[src/rtl/game_pkg.sv]
// Shared definitions for the board-game datapath: player widths, the turn
// sequencer state encoding and the default turn timeout.
package game_pkg;

  localparam int PLAYER_W         = 2;
  localparam int MAX_PLAYERS      = 4;
  localparam int TURN_TIMEOUT_DEF = 50_000_000;

  typedef enum logic [2:0] {
    IDLE,
    WAIT_FLIP,
    WAIT_MATCH,
    ADVANCE,
    CHECK,
    NEXT,
    DONE
  } state_t;

endpackage

[src/rtl/turn_timer.sv]
// Saturating up-counter with synchronous clear and enable. The terminal
// value is a port, so one instance serves both turn timeout and win latency.
module turn_timer #(
  parameter int W = 3
) (
  input  logic         clk,
  input  logic         rst,
  input  logic         i_clr,
  input  logic         i_en,
  input  logic [W-1:0] i_term,
  output logic         o_tc
);

  logic [W-1:0] r_cnt;

  // Stops at the terminal value, so o_tc stays high until the next clear.
  always_ff @(posedge clk or negedge rst) begin
    if (!rst) begin
      r_cnt <= '0;
    end else if (i_clr) begin
      r_cnt <= '0;
    end else if (i_en && (r_cnt != i_term)) begin
      r_cnt <= r_cnt + W'(1);
    end
  end

  assign o_tc = (r_cnt == i_term);

endmodule

[src/rtl/turn_sequencer.sv]
// Game-flow controller: owns the turn number, issues the advance strobe,
// samples the win checker and latches the winner until the next start.
module turn_sequencer
  import game_pkg::*;
#(
  parameter int NUM_PLAYERS  = 4,
  parameter int TURN_TIMEOUT = TURN_TIMEOUT_DEF,
  parameter int WIN_LAT      = 1
) (
  input  logic                clk,
  input  logic                rst,
  input  logic                start,
  input  logic                btn,
  input  logic                match_valid,
  input  logic                tile_match,
  input  logic                win,
  output logic [PLAYER_W-1:0] T,
  output logic                B,
  output logic                flip_req,
  output logic                pos_clr,
  output logic                game_over,
  output logic [PLAYER_W-1:0] winner
);

  localparam int TW0 = $clog2(TURN_TIMEOUT + 1);
  // Never narrower than 3 bits so the same counter can time WIN_LAT up to 7.
  localparam int TW  = (TW0 < 3) ? 3 : TW0;
  localparam int NP  = (NUM_PLAYERS > MAX_PLAYERS) ? MAX_PLAYERS : NUM_PLAYERS;
  localparam logic [PLAYER_W-1:0] LAST = PLAYER_W'(NP - 1);

  state_t              r_state;
  logic [PLAYER_W-1:0] r_T;
  logic [PLAYER_W-1:0] r_winner;
  logic                r_B;
  logic                r_flip_req;
  logic                r_pos_clr;
  logic                r_game_over;

  logic                w_count;
  logic                w_tc;
  logic                w_to;
  logic                w_leave;
  logic [TW-1:0]       w_term;

  assign w_count = (r_state == WAIT_FLIP) || (r_state == WAIT_MATCH) ||
                   (r_state == CHECK);
  assign w_term  = (r_state == CHECK) ? TW'(WIN_LAT) : TW'(TURN_TIMEOUT);
  assign w_to    = (TURN_TIMEOUT != 0) && w_tc;

  // Any exit from a counting state clears the timer, so each entry starts at 0.
  always_comb begin
    w_leave = 1'b0;
    case (r_state)
      WAIT_FLIP:  w_leave = btn | w_to;
      WAIT_MATCH: w_leave = match_valid | w_to;
      CHECK:      w_leave = w_tc;
      default:    w_leave = 1'b0;
    endcase
  end

  turn_timer #(.W(TW)) u_timer (
    .clk    (clk),
    .rst    (rst),
    .i_clr  (!w_count || w_leave),
    .i_en   (w_count),
    .i_term (w_term),
    .o_tc   (w_tc)
  );

  always_ff @(posedge clk or negedge rst) begin
    if (!rst) begin
      r_state     <= IDLE;
      r_T         <= '0;
      r_winner    <= '0;
      r_B         <= 1'b0;
      r_flip_req  <= 1'b0;
      r_pos_clr   <= 1'b0;
      r_game_over <= 1'b0;
    end else begin
      r_B        <= 1'b0;
      r_flip_req <= 1'b0;
      r_pos_clr  <= 1'b0;
      case (r_state)
        IDLE, DONE: begin
          if (start) begin
            r_pos_clr   <= 1'b1;
            r_T         <= '0;
            r_game_over <= 1'b0;
            r_winner    <= '0;
            r_state     <= WAIT_FLIP;
          end
        end
        WAIT_FLIP: begin
          if (btn) begin
            r_flip_req <= 1'b1;
            r_state    <= WAIT_MATCH;
          end else if (w_to) begin
            r_state <= NEXT;
          end
        end
        WAIT_MATCH: begin
          if (match_valid) begin
            r_state <= tile_match ? ADVANCE : NEXT;
          end else if (w_to) begin
            r_state <= NEXT;
          end
        end
        ADVANCE: begin
          r_B     <= 1'b1;
          r_state <= CHECK;
        end
        CHECK: begin
          if (w_tc) begin
            if (win) begin
              r_winner    <= r_T;
              r_game_over <= 1'b1;
              r_state     <= DONE;
            end else begin
              r_state <= WAIT_FLIP;
            end
          end
        end
        NEXT: begin
          r_T     <= (r_T >= LAST) ? '0 : r_T + PLAYER_W'(1);
          r_state <= WAIT_FLIP;
        end
        default: r_state <= IDLE;
      endcase
    end
  end

  assign T         = r_T;
  assign B         = r_B;
  assign flip_req  = r_flip_req;
  assign pos_clr   = r_pos_clr;
  assign game_over = r_game_over;
  assign winner    = r_winner;

endmodule

[config.mk]
export PLATFORM = sky130hd
export DESIGN_NAME = turn_sequencer
export DESIGN_NICKNAME = d
export VERILOG_FILES = /design/src/rtl/game_pkg.sv /design/src/rtl/turn_timer.sv /design/src/rtl/turn_sequencer.sv
export SDC_FILE = /design/constraint.sdc
export NUM_CORES = 1
export LEC_CHECK = 0
export ABC_AREA = 1
export CORE_ASPECT_RATIO = 1.5
export CORE_MARGIN = 1.5
export CORE_UTILIZATION = 58
export CTS_BUF_LIST = sky130_fd_sc_hd__clkbuf_8 sky130_fd_sc_hd__clkbuf_16
export CTS_CLUSTER_DIAMETER = 40
export DETAILED_ROUTE_END_ITERATION = 12
export PLACE_DENSITY = 0.8
export SYNTH_ARGS = -nofsm -noshare
export SYNTH_HDL_FRONTEND = slang
export SYNTH_SLANG_ARGS = --single-unit
[constraint.sdc]
create_clock -name clk -period 1.6 [get_ports clk]
set_input_delay 0.32 -clock clk [delete_from_list [all_inputs] [get_ports clk]]
set_output_delay 0.32 -clock clk [all_outputs]
set_load 0.005 [all_outputs]
# Word-level counts from Yosys, hierarchy flattened
# Index checks and enable logic that the tools add are counted.
# word_totals
elab_cells	64
inputBits	7
regBits	37
# classes
reduce_logical	13
bitwise	2
muxes	27
magnitude_cmp	1
eq_ne	11
add_sub_neg	2
# ops
operator	count
$mux W26	3
$add A26 B1 Y26 const B	1
$eq A26 B26 Y1	1
$ne A26 B26 Y1	1
$mux W3	7
$pmux W3 S6	1
$eq A3 B3 Y1 const B	3
$mux W1	8
$mux W2	4
$pmux W2 S2	2
$eq A3 B2 Y1 const B	2
$ne A2 B2 Y1 const B	3
$reduce_bool A2 Y1	3
$reduce_and A2 Y1	2
$reduce_and A4 Y1	1
$eq A3 B1 Y1 const B	1
$logic_not A3 Y1	1
$logic_or A1 B1 Y1	3
$pmux W1 S3	1
$add A2 B1 Y2 const B	1
$ge A2 B2 Y1 const B	1
$or A1 B1 Y1	2
$pmux W1 S2	1
$reduce_or A2 Y1	1
2 further kinds	2

# Logic depth before layout (Yosys ltp)
# depth
depth_word	7
ltp_mapped	13
mapped_depth_nobuf	13

# Modules after synthesis
# From an unflattened synthesis, not the netlist that was laid out.
# hier_totals
hier_cells	479
area_unflattened_um2	2976.6
# modules_own_cells
mod	area_each_um2	n_inst	seq_area_each_um2	cells_each
turn_timer	2337.2	1	650.6	389
turn_sequencer	639.4	1	275.3	90

# Least setup slack after synthesis
# OpenSTA, ideal clock, no wires.
# synth_timing
path_type	register to register
from	reg r_state[1]
to	reg u_timer.r_cnt[19]
synth_period_minus_slack_ns	1.465
setup_time_ns	0.130
setup_slack_ns	0.135
arrival_ns	1.336
n_path_buf	1
path_stages_with_launch	10
cell_sequence	dfrtp_1 nor2_1 nand2_1 inv_2 nand3_1 nand2_2 nand2_4 o211ai_4 buf_6 nor3_2
# synth_via
elab_chain_cells	7
elab_cells_between_ends	16
# synth_lines
element	line_no	source
start: declaration	turn_sequencer.sv:31	state_t r_state;
start signal: assignment	turn_sequencer.sv:103	r_state <= tile_match ? ADVANCE : NEXT;
$eq A3 B3 Y1	turn_sequencer.sv:46, turn_sequencer.sv:47, turn_sequencer.sv:53	
$mux W26	turn_sequencer.sv:47	assign w_term = (r_state == CHECK) ? TW'(WIN_LAT) : TW'(TURN_TIMEOUT);
$eq A26 B26 Y1	turn_timer.sv:27	assign o_tc = (r_cnt == i_term);
$or A1 B1 Y1, on equally long branches	turn_sequencer.sv:55, turn_sequencer.sv:54	
$pmux W1 S3	turn_sequencer.sv:53	case (r_state)
$logic_or A1 B1 Y1	turn_sequencer.sv:64	.i_clr (!w_count || w_leave),
$mux W26 or $reduce_bool A2 Y1 (tied branches)	n/a	
end signal: assignment	turn_timer.sv:23	r_cnt <= r_cnt + W'(1);
end: declaration	turn_timer.sv:14	logic [W-1:0] r_cnt;
# Parallel ways exist; a longest one is shown, timed or not.
# A chain may end at the register's enable or synchronous reset.

# Final worst setup path
# layout_timing
from	reg u_timer.r_cnt[21]
to	reg u_timer.r_cnt[5]
# layout_via
elab_chain_cells	5
elab_cells_between_ends	9
# layout_lines
element	line_no
$eq A26 B26 Y1	turn_timer.sv:27
$or A1 B1 Y1, on equally long branches	turn_sequencer.sv:55, turn_sequencer.sv:54
$pmux W1 S3	turn_sequencer.sv:53
$logic_or A1 B1 Y1	turn_sequencer.sv:64
$mux W26 or $reduce_bool A2 Y1 (tied branches)	n/a
# Parallel ways exist; a longest one is shown, timed or not.

==> run summary <==
• status: finished with violations
• violations in the final reports: setup timing
• final setup skew: 0.00513 ns
• count of synthesis-stage warnings from yosys: 0
• data arrival at the endpoint of the critical path: 1.84 ns
• Clock Latency Late Sink: 0.29 ns
• Ports: 15
• TritonCTS sink count: 37
• Placed Instance Area: 2520 um2
• final hold vios: 0
• areal power density over the cells: 1110 nW/um2
• Util after Layout: 0.803
• top cells by area in the synthesized netlist: sky130_fd_sc_hd__dfrtp_1, sky130_fd_sc_hd__nor2_1, sky130_fd_sc_hd__nand2_1
• Tmin final: 1.66 ns
• setup tns final: -0.705 ns
• DRC viols: 0
• 1st-iter DRT viols: 98
• top achievable clock speed: 0.602 GHz
• library cell with the highest instance count after synthesis: sky130_fd_sc_hd__nor2_1
• library cell occupying the most area in the post-synthesis netlist: sky130_fd_sc_hd__dfrtp_1
• fin crit share: 1.04
• DP Wirelength: 3880 um
• layout cells sized above 1: 0.281
• floorplan die width: 53.0 um
• initial core utilization: 0.601
• diode insertion count for antenna repair: 0
• synthesis-to-finish area growth: 33.5%
• post-route cell area: 2900 um2
• CTS Buf Count: 5
• top_reg_cell synth: sky130_fd_sc_hd__dfrtp_1
• Sequential Power Share: 0.354
• clock-pin transition on the worst setup and hold timing paths: 0.08 ns
• critical-path cell with the highest stage delay: sky130_fd_sc_hd__dfrtp_2
• Avg Cell Area, Syn: 7.49 um2
• measured slew at the worst slew-check pin: 0.351 ns
• final setup vio count: 29
• Maximum Capacitance Violations: 0
• relative contribution of the clock network to total power: 0.228
• final routed wirelength across all metal layers: 6030 um
• element type at the critical path end: flip-flop
• share of flip-flops with an asynchronous set or reset after synthesis: 1.00
• proportion of netlist area held by the largest area contributor: 0.426
• setup slack after placement: 0.0200 ns
• via count: 2,168
• data required time at the worst endpoint: 1.78 ns
• number of vias per cell: 5.53
• antenna violation net count after detailed routing: 0
• highest ir drop seen on vdd: 1140 uV
• number of input and output port buffers inserted: 14
• Pwr Total: 0.00321 W
• sequential share of the synthesized area: 0.426
• synthesized net count: 299
• Rows: 27
• root cell of the clock tree: sky130_fd_sc_hd__clkbuf_8
• combinational fraction of design power: 0.417
• dominant cell type by count on the critical path: sky130_fd_sc_hd__nand2_1
• number of antenna violations at the first check in global routing: 0
• Floorplan Core Area: 3610 um2
• largest driver fanout on the critical path: 7
• instance count of the mapped netlist: 290
• classification of the worst setup path: flip-flop to flip-flop
• drt wl/cell: 15.4 um
• routability congestion estimate: 1.00
• worst path setup slack after routing: -0.0602 ns
• count of distinct cell types in the synthesized netlist: 30
• internal power contribution: 0.00204 W
• post-synthesis sequential element count: 37
• Max-slew headroom: 0.764
• crit path launch type: flip-flop
• global route total overflow: 0
• path class of the lowest-slack min-delay path: flip-flop to flip-flop
• P_leak: 1.29 nW
• critical-path cell list: nand2_1 -> nor2_2 -> nand2_1 -> nor2_1 -> nand2_1 -> nand2_2 -> nand2_8 -> o211ai_4 -> clkbuf_16 -> nor3b_2
• leading post-synthesis cells by instance count: sky130_fd_sc_hd__nor2_1, sky130_fd_sc_hd__nand2_1, sky130_fd_sc_hd__dfrtp_1
• vias in the first global route: 2,010
• number of H-tree levels: 2
• maximum cell stage delay along the critical path: 0.41 ns
• Vert. Die Dim: 78.0 um
• switching share of power: 0.365
• detailed-router iteration count before antenna repair: 4
• largest net degree at the start of global routing: 38
• total standard cell area after synthesis: 2170 um2
• unrepaired setup endpoints after global routing: true
• global-route usage over all layers: 0.282
• die area: 4130 um2
• CTS tree: done
• maximum clock path buffer count: 2
• number of enable-type register cells in the synthesized netlist: 0
• first-pass GRT wire length: 8560 um
• number of slew-limit violations in the final report: 0
• Filler Cell Count: 223
• net switching power of the design: 0.00117 W
• # nets final: 357
[flip-flops by register name (all words and copies together), names as in the netlist]
register / cells
winner: 2
flip_req: 1
u_timer.r_cnt: 26
B: 1
r_state: 3
T: 2
pos_clr: 1
game_over: 1
[final cells by class]
type,instances,area (um2),area share
clock inverters,1,5.00,0.00172
clock buffers,7,96.3,0.0332
flip-flops and latches,37,930,0.320
multi-input cells,212,1190,0.410
well taps,43,53.8,0.0185
inverters,38,143,0.0492
repair buffers,54,484,0.167
[kinds of logic (layout without fill, tap and decap cells)]
logic type	Yosys count	after routing	synth area share
and+or+nand+nor	181	181	0.376
buffers and inverters	41	100	0.0783
DFF	37	37	0.426
xor gates and xnor gates	17	17	0.0685
adders and majority gates	2	2	0.0115
AOI/OAI and AO/OA	12	12	0.0397
[placed cells by master (no fill, tap or decap), types with 2 or more instances in the layout]
master                            Yosys  final
sky130_fd_sc_hd__nand2_1             58     57
sky130_fd_sc_hd__nor2_1              63     50
sky130_fd_sc_hd__buf_4                0     35
sky130_fd_sc_hd__dfrtp_1             37     34
sky130_fd_sc_hd__inv_1               36     28
sky130_fd_sc_hd__xor2_1              14     14
sky130_fd_sc_hd__nand3_1             13     13
sky130_fd_sc_hd__clkdlybuf4s50_1      0     13
sky130_fd_sc_hd__nor2_2               1     12
sky130_fd_sc_hd__nand4_1             12     12
sky130_fd_sc_hd__inv_2                2     10
sky130_fd_sc_hd__nor3_1              17     10
sky130_fd_sc_hd__nor3_2               1      8
sky130_fd_sc_hd__clkbuf_8             0      7
sky130_fd_sc_hd__o21ai_0              4      4
sky130_fd_sc_hd__nand2_2              3      3
sky130_fd_sc_hd__nor2_4               1      3
sky130_fd_sc_hd__nor4_1               3      3
sky130_fd_sc_hd__xnor2_1              3      3
sky130_fd_sc_hd__nor3b_2              0      3
sky130_fd_sc_hd__dfrtp_2              0      3
sky130_fd_sc_hd__nand3b_1             2      2
sky130_fd_sc_hd__or2_2                2      2
sky130_fd_sc_hd__nand2_4              2      2
sky130_fd_sc_hd__ha_1                 2      2
sky130_fd_sc_hd__buf_12               0      2
[through the flow]
step	hold slack, ns	instances
finish	0.478	392
global placement	0.299	365
CTS	0.469	374
detailed placement	0.299	365
floorplan	0.0244	290
global route	0.491	392
[critical path, delay by kind of cell (launching register included)]
| family | cells | cell delay, ns |
|---|---|---|
| flip-flops | 1 | 0.41 |
| AND/OR/NAND/NOR | 8 | 0.76 |
| AO/OA/AOI/OAI | 1 | 0.13 |
| buffers and inverters | 1 | 0.23 |
[worst paths after layout]
path / startpoint / end / slack, ns / cells after the start
hold / removal: winner[0]$_DFFE_PN0P_ / winner[0]$_DFFE_PN0P_ / 0.48 / 2
hold reg to reg: winner[0]$_DFFE_PN0P_ / winner[0]$_DFFE_PN0P_ / 0.48 / 2
max in group asynchronous: rst / u_timer.r_cnt[21]$_DFFE_PN0P_ / 0.88 / 3
setup reg to reg: u_timer.r_cnt[21]$_DFFE_PN0P_ / u_timer.r_cnt[5]$_DFFE_PN0P_ / -0.06 / 10
min in group asynchronous: rst / u_timer.r_cnt[4]$_DFFE_PN0P_ / 0.52 / 3
setup / recovery: u_timer.r_cnt[21]$_DFFE_PN0P_ / u_timer.r_cnt[5]$_DFFE_PN0P_ / -0.06 / 10
[routing by layer]
layer | part of all wire | track usage | routed length (um)
met1 | 0.36 | 0.306 | 2180
met2 | 0.54 | 0.509 | 3250
met3 | 0.046 | 0.0423 | 275
met4 | 0.055 | 0.136 | 330
met5 | 0 | 0 | 0
[timing repair]
action / CTS / global route
hold buffers: 1 / 0
pin swaps: 0 / 10
gates cloned: 0 / 2
buffers inserted: 0 / 16
hold endpoints to repair: 23 / 0
gates resized for setup: 2 / 38
setup endpoints to repair: 30 / 33
[power by group through the flow]
stage / sequential (W) / clock [W] / combinational [W]
global placement: 0.00115 / 0 / 0.000978
CTS: 0.00113 / 0.000730 / 0.00103
finish: 0.00114 / 0.000734 / 0.00134
global route: 0.00115 / 0.000765 / 0.00146
floorplan: 0.00114 / 0 / 0.000642
detailed placement: 0.00115 / 0 / 0.00101
No activity file was read; power rests on OpenSTA's default activity.
